<file path="src/rtl/sd_sector_responder.sv">
// sd_sector_responder: RAM-disk responder for the virtual-disk sector bus.
// Optional macro SDRESP_BURST_EN: one 64-beat burst read per sector.

module sd_sector_responder #(
  parameter int          VDNUM       = 3,
  parameter logic [31:0] IMG_BASE    = 32'h30000000,
  parameter logic [31:0] IMG_STRIDE  = 32'h04000000,
  parameter int          IMG_SECTORS = 131072
) (
  input  logic                clk_sys,
  input  logic                reset,
  input  logic [32*VDNUM-1:0] sd_lba,
  input  logic [VDNUM-1:0]    sd_rd,
  input  logic [VDNUM-1:0]    sd_wr,
  output logic [VDNUM-1:0]    sd_ack,
  output logic [7:0]          sd_buff_addr,
  output logic [15:0]         sd_buff_dout,
  input  logic [16*VDNUM-1:0] sd_buff_din,
  output logic                sd_buff_wr,
  output logic [28:0]         mem_address,
  output logic [7:0]          mem_burstcount,
  output logic                mem_read,
  output logic                mem_write,
  output logic [63:0]         mem_writedata,
  output logic [7:0]          mem_byteenable,
  input  logic                mem_waitrequest,
  input  logic [63:0]         mem_readdata,
  input  logic                mem_readdatavalid
);

  typedef enum logic [2:0] {
    S_IDLE, S_ACCEPT, S_RD_REQ, S_RD_WAIT,
    S_RD_OUT, S_WR_IN, S_WR_REQ, S_DONE
  } state_t;

  state_t             r_state, w_next;
  logic [1:0]         r_drive, w_sel;
  logic               w_any, w_sel_rd;
  logic [31:0]        r_lba, w_lba;
  logic               r_rd, r_oor;
  logic [5:0]         r_k;
  logic [2:0]         r_i;
  logic [1:0]         w_wi;
  logic [63:0]        r_data, r_wdata;
  logic [VDNUM-1:0]   r_ack;
  logic [28:0]        w_addr;
  logic [15:0]        w_din;

`ifdef SDRESP_BURST_EN
  logic [63:0] r_buf [64];
  logic [6:0]  r_wptr;
  logic        w_have, w_beat_in;

  assign w_have    = r_wptr > {1'b0, r_k};
  assign w_beat_in = mem_readdatavalid && r_rd &&
                     (r_state != S_IDLE) && !r_wptr[6];

  // Burst write pointer, rewound for every accepted request
  always_ff @(posedge clk_sys or posedge reset) begin
    if (reset)
      r_wptr <= '0;
    else if (r_state == S_ACCEPT)
      r_wptr <= '0;
    else if (w_beat_in)
      r_wptr <= r_wptr + 7'd1;
  end

  // Burst beat storage, drained one beat per RD_OUT pass
  always_ff @(posedge clk_sys) begin
    if (w_beat_in)
      r_buf[r_wptr[5:0]] <= mem_readdata;
  end
`endif

  // Lowest-index requesting drive wins; read beats write on the same drive
  always_comb begin
    w_any    = 1'b0;
    w_sel    = '0;
    w_sel_rd = 1'b0;
    for (int d = VDNUM - 1; d >= 0; d--) begin
      if (sd_rd[d] | sd_wr[d]) begin
        w_any    = 1'b1;
        w_sel    = 2'(d);
        w_sel_rd = sd_rd[d];
      end
    end
  end

  assign w_lba  = sd_lba[{w_sel, 5'b0} +: 32];
  assign w_din  = sd_buff_din[{r_drive, 4'b0} +: 16];
  assign w_wi   = r_i[1:0] - 2'd1;
  assign w_addr = 29'(IMG_BASE >> 3)
                + 29'(r_drive) * 29'(IMG_STRIDE >> 3)
                + {r_lba[22:0], 6'b0}
                + 29'(r_k);

  assign sd_ack         = r_ack;
  assign mem_writedata  = r_wdata;
  assign mem_byteenable = 8'hFF;
  assign mem_address    = (mem_read | mem_write) ? w_addr : '0;
`ifdef SDRESP_BURST_EN
  assign mem_burstcount = mem_read ? 8'd64 : 8'd1;
`else
  assign mem_burstcount = 8'd1;
`endif

  // State register
  always_ff @(posedge clk_sys or posedge reset) begin
    if (reset)
      r_state <= S_IDLE;
    else
      r_state <= w_next;
  end

  // Next state and handshake outputs
  always_comb begin
    w_next       = r_state;
    mem_read     = 1'b0;
    mem_write    = 1'b0;
    sd_buff_wr   = 1'b0;
    sd_buff_addr = '0;
    sd_buff_dout = '0;
    unique case (r_state)
      S_IDLE:
        if (w_any) w_next = S_ACCEPT;
      S_ACCEPT:
        w_next = r_rd ? S_RD_REQ : S_WR_IN;
      S_RD_REQ:
        if (r_oor) w_next = S_RD_OUT;
`ifdef SDRESP_BURST_EN
        else if (r_k != 6'd0) w_next = S_RD_WAIT;
`endif
        else begin
          mem_read = 1'b1;
          if (!mem_waitrequest) w_next = S_RD_WAIT;
        end
      S_RD_WAIT:
`ifdef SDRESP_BURST_EN
        if (w_have) w_next = S_RD_OUT;
`else
        if (mem_readdatavalid) w_next = S_RD_OUT;
`endif
      S_RD_OUT: begin
        sd_buff_wr   = 1'b1;
        sd_buff_addr = {r_k, r_i[1:0]};
        sd_buff_dout = r_data[{r_i[1:0], 4'b0} +: 16];
        if (r_i == 3'd3)
          w_next = (r_k == 6'd63) ? S_DONE : S_RD_REQ;
      end
      S_WR_IN: begin
        sd_buff_addr = {r_k, (r_i == 3'd4) ? 2'd3 : r_i[1:0]};
        if (r_i == 3'd4) w_next = S_WR_REQ;
      end
      S_WR_REQ: begin
        mem_write = !r_oor;
        if (r_oor || !mem_waitrequest)
          w_next = (r_k == 6'd63) ? S_DONE : S_WR_IN;
      end
      S_DONE:
        w_next = S_IDLE;
      default:
        w_next = S_IDLE;
    endcase
  end

  // Request latch, beat counters and data assembly
  always_ff @(posedge clk_sys or posedge reset) begin
    if (reset) begin
      r_drive <= '0;
      r_lba   <= '0;
      r_rd    <= 1'b0;
      r_oor   <= 1'b0;
      r_k     <= '0;
      r_i     <= '0;
      r_data  <= '0;
      r_wdata <= '0;
      r_ack   <= '0;
    end else begin
      unique case (r_state)
        S_IDLE:
          if (w_any) begin
            r_drive <= w_sel;
            r_lba   <= w_lba;
            r_rd    <= w_sel_rd;
          end
        S_ACCEPT: begin
          r_ack <= VDNUM'(1) << r_drive;
          r_oor <= r_lba >= 32'(IMG_SECTORS);
          r_k   <= '0;
          r_i   <= '0;
        end
        S_RD_REQ:
          if (r_oor) r_data <= '0;
        S_RD_WAIT:
`ifdef SDRESP_BURST_EN
          if (w_have) r_data <= r_buf[r_k];
`else
          if (mem_readdatavalid) r_data <= mem_readdata;
`endif
        S_RD_OUT: begin
          r_i <= (r_i == 3'd3) ? 3'd0 : r_i + 3'd1;
          if (r_i == 3'd3) r_k <= r_k + 6'd1;
        end
        S_WR_IN: begin
          if (r_i != 3'd0) r_wdata[{w_wi, 4'b0} +: 16] <= w_din;
          r_i <= (r_i == 3'd4) ? 3'd0 : r_i + 3'd1;
        end
        S_WR_REQ:
          if (r_oor || !mem_waitrequest) r_k <= r_k + 6'd1;
        default: ;
      endcase
      if (w_next == S_DONE) r_ack <= '0;
    end
  end

endmodule

</file>
<file path="config.mk">
export PLATFORM = sky130hd
export DESIGN_NAME = sd_sector_responder
export DESIGN_NICKNAME = d
export VERILOG_FILES = /design/src/rtl/sd_sector_responder.sv
export SDC_FILE = /design/constraint.sdc
export NUM_CORES = 1
export LEC_CHECK = 0
export BUFFER_PORTS_ARGS = -buffer_cell sky130_fd_sc_hd__buf_2
export CAP_MARGIN = 20
export CORE_ASPECT_RATIO = 0.75
export CORE_MARGIN = 5
export CORE_UTILIZATION = 35
export CTS_BUF_LIST = sky130_fd_sc_hd__clkbuf_2
export CTS_CLUSTER_SIZE = 30
export DETAILED_ROUTE_END_ITERATION = 7
export MAX_ROUTING_LAYER = met4
export PLACE_DENSITY = 0.58
export SYNTH_ARGS = -nofsm -noshare
export SYNTH_HDL_FRONTEND = slang
export SYNTH_SLANG_ARGS = --single-unit
export TNS_END_PERCENT = 1
</file>
<file path="constraint.sdc">
create_clock -name clk_sys -period 8 [get_ports clk_sys]
set_input_delay 0.8 -clock clk_sys [delete_from_list [all_inputs] [get_ports clk_sys]]
set_output_delay 0.8 -clock clk_sys [all_outputs]
set_load 0.01 [all_outputs]
</file>
==> flow_metrics.py <==
metrics = {
    "critical_path": {
        "reg2reg_depth": 4,
        "cp.required_ps": 7200,
        "arrival_ps": 3130,
        "critPathKind": "register to primary output",
        "regToRegSetupSlack_ps": 4970,
        "crit_path_start_kind": "register",
        "worstPathMaxFanout": 27,
        "end_kind": "primary output",
    },
    "yosys": {
        "synth_seq_cells": 179,
        "yosysSeqAreaShare_pct": 49.2,
        "yosys_warnings": 0,
        "ys_async_sr_fraction_pct": 100,
        "netlist_area_mm2": 0.00911,
        "synth_cells": 799,
        "ys.flop_type": "dfrtp_1",
        "ys_types": 57,
        "avgSynthCellArea_um2": 11.4,
        "synth_edf_count": 0,
    },
    "sta": {
        "post-route-period-util_pct": 49.1,
        "grt_setup_unrepaired": "false",
        "worst_pin_slew_ps": 1100,
        "worst_hold_slack_ps": 242,
        "drv_slew": 0,
        "timing.fmax_mhz": 254,
        "setup_slack_ps": 4070,
        "fin_tns_setup_ps": 0,
        "layout_min_cycle_time_ps": 3930,
        "finalClockSkew_ps": 33.5,
        "finalHoldViolCount": 0,
        "setup_violations": 0,
        "slew_headroom_pct": 26.7,
    },
    "clock_network": {
        "cts_sinks": 179,
        "cts_tree": "built",
        "cts_buffer_depth": 2,
        "cts_root_buffer": "clkbuf_2",
        "clock_latency_ps": 740,
        "cts_buffers": 17,
        "post_cts_resized": 0,
        "clk_pin_slew_ps": 280,
        "htree_levels": 4,
    },
    "finish": {
        "final_cell_count_no_fill": 1466,
        "fin_nets": 1334,
        "areaGrowthSynthToFinish_pct": 23.5,
        "drive_gt1_share_pct": 38.4,
    },
    "power": {
        "seq_power_share_pct": 42.7,
        "p_switching_mw": 1.40,
        "vdd_ir_drop_max_mv": 0.130,
        "swShare_pct": 38.7,
        "clock_power_share_pct": 14.9,
        "p_leak_nw": 5.90,
        "combPwrFrac_pct": 42.5,
        "p_int_mw": 2.21,
        "powerDensity_mw_per_mm2": 321,
    },
    "place": {
        "place_ws_ps": 4800,
        "io_buffer_count": 340,
        "dp_cells": 1429,
        "gp_congestion": 0.893,
        "dp_hpwl_um": 20200,
    },
    "floorplanning": {
        "start_util_pct": 35.3,
        "rows": 51,
        "dieArea_mm2": 0.0294,
        "fp.dieW_um": 196,
        "io-pin-count": 357,
        "die_y_um": 150,
        "core-area_mm2": 0.0258,
    },
    "global_route": {
        "antenna_found_initial": 6,
        "grt_start_max_net_pins": 73,
        "grt-ovfl-total": 0,
        "grt_pass1_vias": 7387,
        "grt_pass1_wl_um": 42100,
        "grt_usage_pct": 18.6,
    },
    "detailed_routing": {
        "dr.pass1.iters": 5,
        "via_per_inst": 5.02,
        "first_iter_violations": 302,
        "num_vias": 7363,
        "drc_errors": 0,
        "wl_um": 27600,
        "drtAntennaViolNets": 0,
        "wl_per_cell_um": 18.8,
    },
    "run": {
        "maxCapViolCount": 0,
    },
    "run_status": {
        "status": "finished clean",
    },
    "hold_path": {
        "hold_class": "input pin to register",
        "whs_path_depth": 2,
    },
}
==> power groups by stage <==
stage	clock network, mW	registers [mW]	logic [mW]
floorplan	0	1.50	1.10
global route	0.596	1.59	1.69
CTS	0.564	1.54	1.56
finish	0.537	1.54	1.53
global placement	0	1.55	1.54
detailed placement	0	1.56	1.55
==> worst max-delay path: stages (launching register included) <==
cell	delay, ps
dfrtp_1	770
nor2b_2	960
nand3_4	400
nand2_1	140
buf_2	140
==> path summary, 6_finish.rpt <==
| kind | from | end |
|---|---|---|
| min reg2reg | r_lba[7]$_DFFE_PP0P_ | r_lba[7]$_DFFE_PP0P_ |
| min in group asynchronous | reset | mem_writedata[13]$_DFFE_PP0P_ |
| max | r_state[2]$_DFF_PP0_ | sd_buff_addr[1] |
| min | mem_readdata[26] | r_data[26]$_DFFE_PP0P_ |
| max reg2reg | r_state[2]$_DFF_PP0_ | mem_writedata[57]$_DFFE_PP0P_ |
| max in group asynchronous | reset | r_data[17]$_DFFE_PP0P_ |
==> per-layer routing <==
layer / track usage (%) / routed length [um]
met1: 26.4 / 13500
met2: 27.4 / 12300
met3: 4.14 / 1470
met4: 4.40 / 352
met5: - / 0
==> what timing repair did <==
action                                 CTS  global route
setup buffers                            0             0
endpoints found under the hold margin   37             0
hold buffers                             1             0
==> cells in the mapped netlist, types with 2 or more instances <==
cell type | count | share of area [%]
and2_1 | 33 | 2.3
clkbuf_1 | 21 | 0.87
nor2_1 | 47 | 1.9
nor3_1 | 5 | 0.27
o21ai_0 | 25 | 1.4
buf_4 | 27 | 2.2
conb_1 | 2 | 0.082
nor4_2 | 3 | 0.41
nand2_1 | 36 | 1.5
inv_2 | 2 | 0.082
or2_2 | 4 | 0.27
dfrtp_1 | 179 | 49
inv_1 | 11 | 0.45
buf_6 | 3 | 0.37
or3_1 | 4 | 0.27
and3_1 | 16 | 1.1
nand2b_1 | 5 | 0.34
a22o_1 | 129 | 12
a21oi_1 | 11 | 0.60
a211o_1 | 2 | 0.19
mux4_2 | 16 | 4.0
mux2_2 | 2 | 0.25
a211oi_1 | 32 | 2.6
nor2b_1 | 23 | 1.6
ha_1 | 10 | 1.4
nand3_1 | 3 | 0.16
a21o_1 | 34 | 2.8
xor2_1 | 3 | 0.29
a31oi_1 | 2 | 0.14
nor4_1 | 3 | 0.21
o21bai_1 | 2 | 0.16
buf_2 | 28 | 1.5
mux2i_1 | 49 | 5.4
nor3_4 | 4 | 0.71
==> sequential cells by signal (all words and copies together) (netlist names) <==
name	count
r_lba	32
mem_writedata	64
r_k	6
sd_ack	3
r_i	3
r_rd	1
r_drive	2
r_oor	1
r_data	64
r_state	3
==> layout by cell type (no fill, tap or decap), types with 3 or more instances in the layout <==
| cell type | instances |
|---|---|
| buf_2 | 340 |
| nor4_2 | 3 |
| inv_6 | 5 |
| o21ai_0 | 25 |
| mux2i_1 | 49 |
| nor3_1 | 5 |
| a21o_1 | 34 |
| or2_2 | 4 |
| xor2_1 | 3 |
| a22o_1 | 129 |
| clkbuf_2 | 17 |
| conb_1 | 16 |
| a211oi_1 | 32 |
| a21oi_1 | 11 |
| or3_1 | 4 |
| and2_1 | 33 |
| nor2_1 | 46 |
| buf_4 | 11 |
| diode_2 | 6 |
| nor2b_1 | 22 |
| mux4_2 | 16 |
| nand3_1 | 3 |
| bufinv_16 | 4 |
| nor4_1 | 3 |
| dfrtp_1 | 179 |
| nor3_4 | 4 |
| nand2b_1 | 4 |
| nand2_1 | 35 |
| ha_1 | 10 |
| and3_1 | 16 |
| inv_1 | 10 |
==> area by class of cell <==
class                      count  area, um2
antenna                        6       15.0
timing repair buffer         352       1790
multi-input combinational    542       4200
sequential                   179       4480
clock inverter                13        196
clock buffer                  17       85.1
tap                          344        430
inverter                      13       53.8
fill                        2502      14500
==> cell families (layout without fill, tap and decap cells) <==
kind of cell | count (synthesis) | after routing | synth area share (%)
DFF | 179 | 179 | 49.2
xor gates and xnor gates | 3 | 3 | 0.288
and+or+nand+nor | 196 | 196 | 12.3
muxes | 67 | 67 | 9.59
other | 2 | 22 | 0.0824
buffers and inverters | 92 | 395 | 5.53
adders and majority gates | 11 | 11 | 1.59
AOI/OAI and AO/OA | 249 | 249 | 21.5
==> through the flow <==
stage	power (mW)	cell area, um2	util [%]
finish	3.61	11300	43.7
global route	3.87	11300	43.7
CTS	3.66	11200	43.6
detailed placement	3.11	10900	42.5
global placement	3.09	10900	42.5
floorplan	2.61	9160	-
(Power assumes the default switching activity.)
